<file path="src/rtl/lcv_mul_acc_pkg.sv">
// lcv_mul_acc_pkg
// Shared helpers for the pipelined signed multiply-accumulate:
//   - stage_p_flags_t : control payload travelling with the stage-P product
//   - add_ovf         : signed-overflow detect for a two's-complement add
//   - sat_limit_bit   : one bit of the max/min signed value of a given width
// All widths are supplied by the caller; nothing here fixes a datapath size.
package lcv_mul_acc_pkg;

    // Per-beat framing flags registered next to the stage-P product.
    typedef struct packed {
        logic first;
        logic last;
    } stage_p_flags_t;

    // Overflow of s = a + b: both operands share a sign that the sum lost.
    function automatic logic add_ovf(input logic sign_a, input logic sign_b,
                                     input logic sign_s);
        return (sign_a == sign_b) && (sign_s != sign_a);
    endfunction

    // Bit idx of the saturation bound of a w-bit signed value.
    // neg=1 gives the minimum (1000..0), neg=0 the maximum (0111..1).
    function automatic logic sat_limit_bit(input logic neg, input int idx,
                                           input int w);
        return (idx == w - 1) ? neg : ~neg;
    endfunction

endpackage

</file>
<file path="src/rtl/lcv_acc_add_sat.sv">
// lcv_acc_add_sat
// Combinational ACC_WIDTH signed add used by the accumulator stage.
// Optional feature macro: LCV_MUL_ACC_PIPE_SAT_EN
//   defined   -> on overflow the sum clamps to the signed max/min
//   undefined -> two's-complement wrap, no clamp logic
// Ports:
//   lhs, rhs : signed addends
//   sum      : signed result (wrapped or saturated)
//   ovf      : signed overflow of the raw add
module lcv_acc_add_sat #(
    parameter int ACC_WIDTH = 48
) (
    input  logic signed [ACC_WIDTH-1:0] lhs,
    input  logic signed [ACC_WIDTH-1:0] rhs,
    output logic signed [ACC_WIDTH-1:0] sum,
    output logic                        ovf
);
    import lcv_mul_acc_pkg::*;

    logic signed [ACC_WIDTH-1:0] raw;

    assign raw = lhs + rhs;
    assign ovf = add_ovf(lhs[ACC_WIDTH-1], rhs[ACC_WIDTH-1], raw[ACC_WIDTH-1]);

`ifdef LCV_MUL_ACC_PIPE_SAT_EN
    logic signed [ACC_WIDTH-1:0] sat_val;

    // On overflow both operands carry the same sign, so lhs picks the bound.
    always_comb begin
        sat_val = '0;
        for (int i = 0; i < ACC_WIDTH; i++) begin
            sat_val[i] = sat_limit_bit(lhs[ACC_WIDTH-1], i, ACC_WIDTH);
        end
    end

    assign sum = ovf ? sat_val : raw;
`else
    assign sum = raw;
`endif

endmodule

</file>
<file path="src/rtl/lcv_mul_acc_pipe.sv">
// lcv_mul_acc_pipe
// Pipelined signed multiply-accumulate with valid/ready on both sides.
// Each accepted beat forms a*b+c and folds it into a running sum; a beat
// flagged last publishes the sum downstream two cycles after acceptance.
// Optional feature macro: LCV_MUL_ACC_PIPE_SAT_EN (saturating accumulate).
// Ports:
//   clk, rst             : clock, asynchronous active-high reset
//   inp_valid/inp_ready  : input handshake
//   inp_a, inp_b, inp_c  : signed multiplicand, multiplier, addend
//   inp_first, inp_last  : open a new sum / close and emit the sum
//   outp_valid/outp_ready: output handshake
//   outp_acc, outp_ovf   : result and sticky overflow for that result
module lcv_mul_acc_pipe #(
    parameter int A_WIDTH   = 16,
    parameter int B_WIDTH   = 16,
    parameter int C_WIDTH   = 33,
    parameter int ACC_WIDTH = 48
) (
    input  logic                        clk,
    input  logic                        rst,
    input  logic                        inp_valid,
    output logic                        inp_ready,
    input  logic signed [A_WIDTH-1:0]   inp_a,
    input  logic signed [B_WIDTH-1:0]   inp_b,
    input  logic signed [C_WIDTH-1:0]   inp_c,
    input  logic                        inp_first,
    input  logic                        inp_last,
    output logic                        outp_valid,
    input  logic                        outp_ready,
    output logic signed [ACC_WIDTH-1:0] outp_acc,
    output logic                        outp_ovf
);
    import lcv_mul_acc_pkg::*;

    if ((ACC_WIDTH < A_WIDTH + B_WIDTH + 1) || (ACC_WIDTH < C_WIDTH + 1)) begin : g_width_check
        $error("lcv_mul_acc_pipe: ACC_WIDTH too narrow for a*b+c");
    end

    // Whole pipe moves together; it only stalls behind an unconsumed result.
    logic advance;
    assign advance   = !outp_valid || outp_ready;
    assign inp_ready = advance;

    logic signed [ACC_WIDTH-1:0] a_ext, b_ext, c_ext, prod_nxt;
    assign a_ext    = {{(ACC_WIDTH-A_WIDTH){inp_a[A_WIDTH-1]}}, inp_a};
    assign b_ext    = {{(ACC_WIDTH-B_WIDTH){inp_b[B_WIDTH-1]}}, inp_b};
    assign c_ext    = {{(ACC_WIDTH-C_WIDTH){inp_c[C_WIDTH-1]}}, inp_c};
    assign prod_nxt = a_ext * b_ext + c_ext;

    // ---- stage P: product + addend ----
    logic                        vld_p1;
    logic signed [ACC_WIDTH-1:0] prod_p1;
    stage_p_flags_t              flags_p1;

    always_ff @(posedge clk or posedge rst) begin
        if (rst) begin
            vld_p1 <= 1'b0;
        end else if (advance) begin
            vld_p1 <= inp_valid;
        end
    end

    always_ff @(posedge clk) begin
        if (advance) begin
            prod_p1        <= prod_nxt;
            flags_p1.first <= inp_first;
            flags_p1.last  <= inp_last;
        end
    end

    // ---- stage A: accumulate and publish ----
    logic signed [ACC_WIDTH-1:0] acc_p2, sum_add, acc_nxt;
    logic                        ovf_p2, open_p2, add_ovf_w, ovf_nxt, start, take_p1;

    lcv_acc_add_sat #(.ACC_WIDTH(ACC_WIDTH)) u_add (
        .lhs (acc_p2),
        .rhs (prod_p1),
        .sum (sum_add),
        .ovf (add_ovf_w)
    );

    // No open sum (after reset or a last beat) behaves as an implicit first.
    assign start   = flags_p1.first || !open_p2;
    assign acc_nxt = start ? prod_p1 : sum_add;
    assign ovf_nxt = start ? 1'b0 : (ovf_p2 || add_ovf_w);
    assign take_p1 = advance && vld_p1;

    always_ff @(posedge clk or posedge rst) begin
        if (rst) begin
            acc_p2     <= '0;
            ovf_p2     <= 1'b0;
            open_p2    <= 1'b0;
            outp_valid <= 1'b0;
            outp_acc   <= '0;
            outp_ovf   <= 1'b0;
        end else begin
            if (take_p1) begin
                acc_p2  <= acc_nxt;
                ovf_p2  <= ovf_nxt;
                open_p2 <= !flags_p1.last;
            end
            // A completing last beat overrides the clear, so results can
            // leave back-to-back.
            if (take_p1 && flags_p1.last) begin
                outp_valid <= 1'b1;
                outp_acc   <= acc_nxt;
                outp_ovf   <= ovf_nxt;
            end else if (outp_ready) begin
                outp_valid <= 1'b0;
            end
        end
    end

endmodule

</file>
<file path="config.mk">
export PLATFORM = sky130hd
export DESIGN_NAME = lcv_mul_acc_pipe
export DESIGN_NICKNAME = d
export VERILOG_FILES = /design/src/rtl/lcv_mul_acc_pkg.sv /design/src/rtl/lcv_acc_add_sat.sv /design/src/rtl/lcv_mul_acc_pipe.sv
export SDC_FILE = /design/constraint.sdc
export NUM_CORES = 1
export LEC_CHECK = 0
export ABC_AREA = 1
export BUFFER_PORTS_ARGS = -buffer_cell sky130_fd_sc_hd__buf_4
export CORE_AREA = 5 5 297 299
export CTS_CLUSTER_DIAMETER = 100
export DETAILED_ROUTE_END_ITERATION = 16
export DIE_AREA = 0 0 302 304
export PLACE_DENSITY_LB_ADDON = 0.2
export SLEW_MARGIN = 20
export SYNTH_ARGS = -nofsm -noshare
export SYNTH_HDL_FRONTEND = slang
export SYNTH_SLANG_ARGS = --single-unit
</file>
<file path="constraint.sdc">
create_clock -name clk -period 3.8 [get_ports clk]
set_input_delay 0.76 -clock clk [delete_from_list [all_inputs] [get_ports clk]]
set_output_delay 0.76 -clock clk [all_outputs]
set_load 0.05 [all_outputs]
</file>
==> out/metrics.cfg <==
[worst_setup_path]
worstSetupPathType = in -> reg
path_cells = buf_6 > clkinvlp_4 > buf_12 > or2_4 > fa_1 > fa_1 > inv_1 > fa_2 > fa_2 > fa_1 > inv_1 > fa_1 > inv_2 > ha_4 > nand2_4 > inv_4 > nand2_4 > nor2_4 > nand4_1 > nand3_4 > a31oi_4 > xor2_1
crit_fanout = 5
cp.required_ps = 4000
critPathMaxStageDelay_ps = 540
worstSetupEndpointType = register
path_delay_family = adder cells
cp.arrival_ps = 5530
cp_slowest_cell = fa_2
rrSetupSlack_ps = 920
path_buf_inv = 7
crit_top_cell = fa_1
cp-start-kind = input port
r2r-end = outp_acc[43]$_DFFE_PP0P_
reg2regPathDepth = 14
reg2reg_from = prod_p1[46]$_DFFE_PN_

[cells_and_area]
area_delta_synth_final_pct = 30.7
drive_gt1_frac = 0.239
multi_input_area_um2 = 15900
nets = 3654
final_cells = 4284
fillerInstances = 9214
num_antenna_cells = 0
seq_area_um2 = 3610

[routing]
wirelength_um = 65600
vias = 17700
ant_nets = 0
drt_pass1_iterations = 5
drt_iter0_drc = 717
route.detailed.drc = 0
viasPerCell = 4.13
routedWlPerCell_um = 15.3

[clock_tree]
clock_sinks = 137
postCtsHoldBufs = 0
cts_tree = done
htreeDepth = 4
clk_path_buf_depth = 2
root_buffer = clkbuf_16
numCtsBuffers = 17
clk_pin_slew_ps = 60
clk-insertion-delay-late_ps = 450

[yosys]
synth_common_cells = nand2_1, inv_1, fa_1
synth_edf_count = 36
synth_area_um2 = 21100
yosysMostFrequentCell = nand2_1
synthFlopType = dfrtp_1
syn-mean-instance-area_um2 = 7.40
synth_fp_nets = 3379
ys_warn_count = 0
synthCells = 2852
synth_area_leader_cell = fa_1
yosysSeqAreaShare = 0.171
async_reset_ff_frac = 0.737
synth_area_leaders = fa_1, nand2_1, inv_1, dfrtp_1, ha_1
ys_seq_elements = 137
yosysTopAreaCellShare = 0.290
ys_types = 41

[outcome]
violations = setup timing
status = finished, violations left

[worst_hold_path]
worstHoldStart = ovf_p2$_DFFE_PP0P_
hp-class = reg -> reg
hold_path_end = ovf_p2$_DFFE_PP0P_
holdPathStages = 2

[timing]
skew_ps = 13.4
tns_ps = -34760
relSlewSlack = 0.381
drv_slew = 0
worst_slew_pin_slew_ps = 928
final-hold-violation-count = 0
fmax_mhz = 188
setup_violations = 30
fin_crit_sh = 1.40
fin_ws_ps = -1520
rsz0062_at_grt = true
layout_min_cycle_time_ps = 5320

[job]
cap_viol_max_count = 0

[floorplan]
die_h_um = 304
core-area_um2 = 84900
num_rows = 107
die_area_um2 = 91800
dieWidth_um = 302
start_util = 0.249
io_pins = 122

[place]
place_inst = 4205
place_hpwl_um = 54700
place.gp.congestion = 0.861
portBuffers = 121
preCtsSetupSlack_ps = -2270

[global_routing]
grt_pass1_vias = 18700
antenna_found_initial = 1
grt_usage = 0.145
grt_max_degree = 68
grt_pass1_wl_um = 105000
grt-ovfl-total = 0

cell families (layout without fill, tap and decap cells):
logic type / after synthesis / in the layout / synth area share
flops: 137 / 137 / 0.171
buf+inv: 806 / 1094 / 0.144
xor+xnor: 51 / 51 / 0.0212
simple gates: 1219 / 1219 / 0.235
compound gates: 183 / 183 / 0.0489
fa+ha+maj: 456 / 456 / 0.379
cell type report:
cell class	count	area share
Multi-Input combinational cell	1909	0.578
Sequential cell	137	0.131
Clock inverter	14	0.00631
Tap cell	1144	0.0519
Clock buffer	18	0.0159
Inverter	718	0.0982
Timing Repair Buffer	344	0.119
per-stage QoR:
stage / cell area (um^2) / utilization / hold slack, ps
6_report: 27600 / 0.325 / 477
5_1_grt: 27600 / 0.325 / 468
4_1_cts: 26800 / 0.316 / 462
3_5_place_dp: 25100 / 0.295 / 464
3_3_place_gp: 25100 / 0.295 / 456
2_1_floorplan: 22100 / - / 440
tightest hold or removal path, stage by stage, from the launching register on:
cell	delay, ps
dfrtp_1	330
nand2_1	60
nand2_1	60
repair_timing:
item,CTS,global route
buffers inserted,32,17
setup endpoints to repair,29,30
gates cloned,3,2
resized for setup,230,166
pin swaps,89,68
layout by cell type (no fill, tap or decap), types with 11 or more instances in the layout:
cell type  instances
a21oi_1           32
a21oi_2           15
a21oi_4           15
buf_12            23
buf_4            251
buf_6             52
buf_8             12
clkbuf_16         19
dfrtp_1          101
edfxtp_1          36
fa_1             277
fa_2              29
ha_1             109
ha_4              37
inv_1            625
inv_2             88
nand2_1          859
nand2_2           49
nand2_4           24
nand3_1           82
nand3_2           11
nand4_1           18
nor2_1            97
nor2_2            29
nor2_4            19
o211ai_1          12
o21ai_0           39
o21ai_1           30
xnor2_1           28
xor2_1            17
flip-flops by register name, summed over array words and instances, names as in the netlist:
signal      cells
outp_acc       48
ovf_p2          1
prod_p1        34
open_p2         1
acc_p2         48
outp_ovf        1
outp_valid      1
flags_p1        2
vld_p1          1
per-layer routing:
layer | GRT usage | wire length (um)
met5 | 0 | 12
met4 | 0.0259 | 908
met3 | 0.0130 | 1570
met2 | 0.257 | 32500
met1 | 0.194 | 30600
worst max path at each step:
stage,endpoint,cells past startpoint,start,slack [ps]
final,prod_p1[30]$_DFFE_PN_,22,inp_b[15],-1520
after global routing,prod_p1[30]$_DFFE_PN_,22,inp_b[15],-1710
after CTS,prod_p1[30]$_DFFE_PN_,22,inp_b[15],-1530
after detailed placement,prod_p1[24]$_DFFE_PN_,18,inp_a[15],-2270
after global placement,prod_p1[24]$_DFFE_PN_,18,inp_a[15],-2230
after floorplan,prod_p1[32]$_DFFE_PN_,20,inp_a[15],-1830
Power is left out: the tool's default activity adds up to more than one toggle a clock period on the data nets, which glitch-free logic cannot reach.
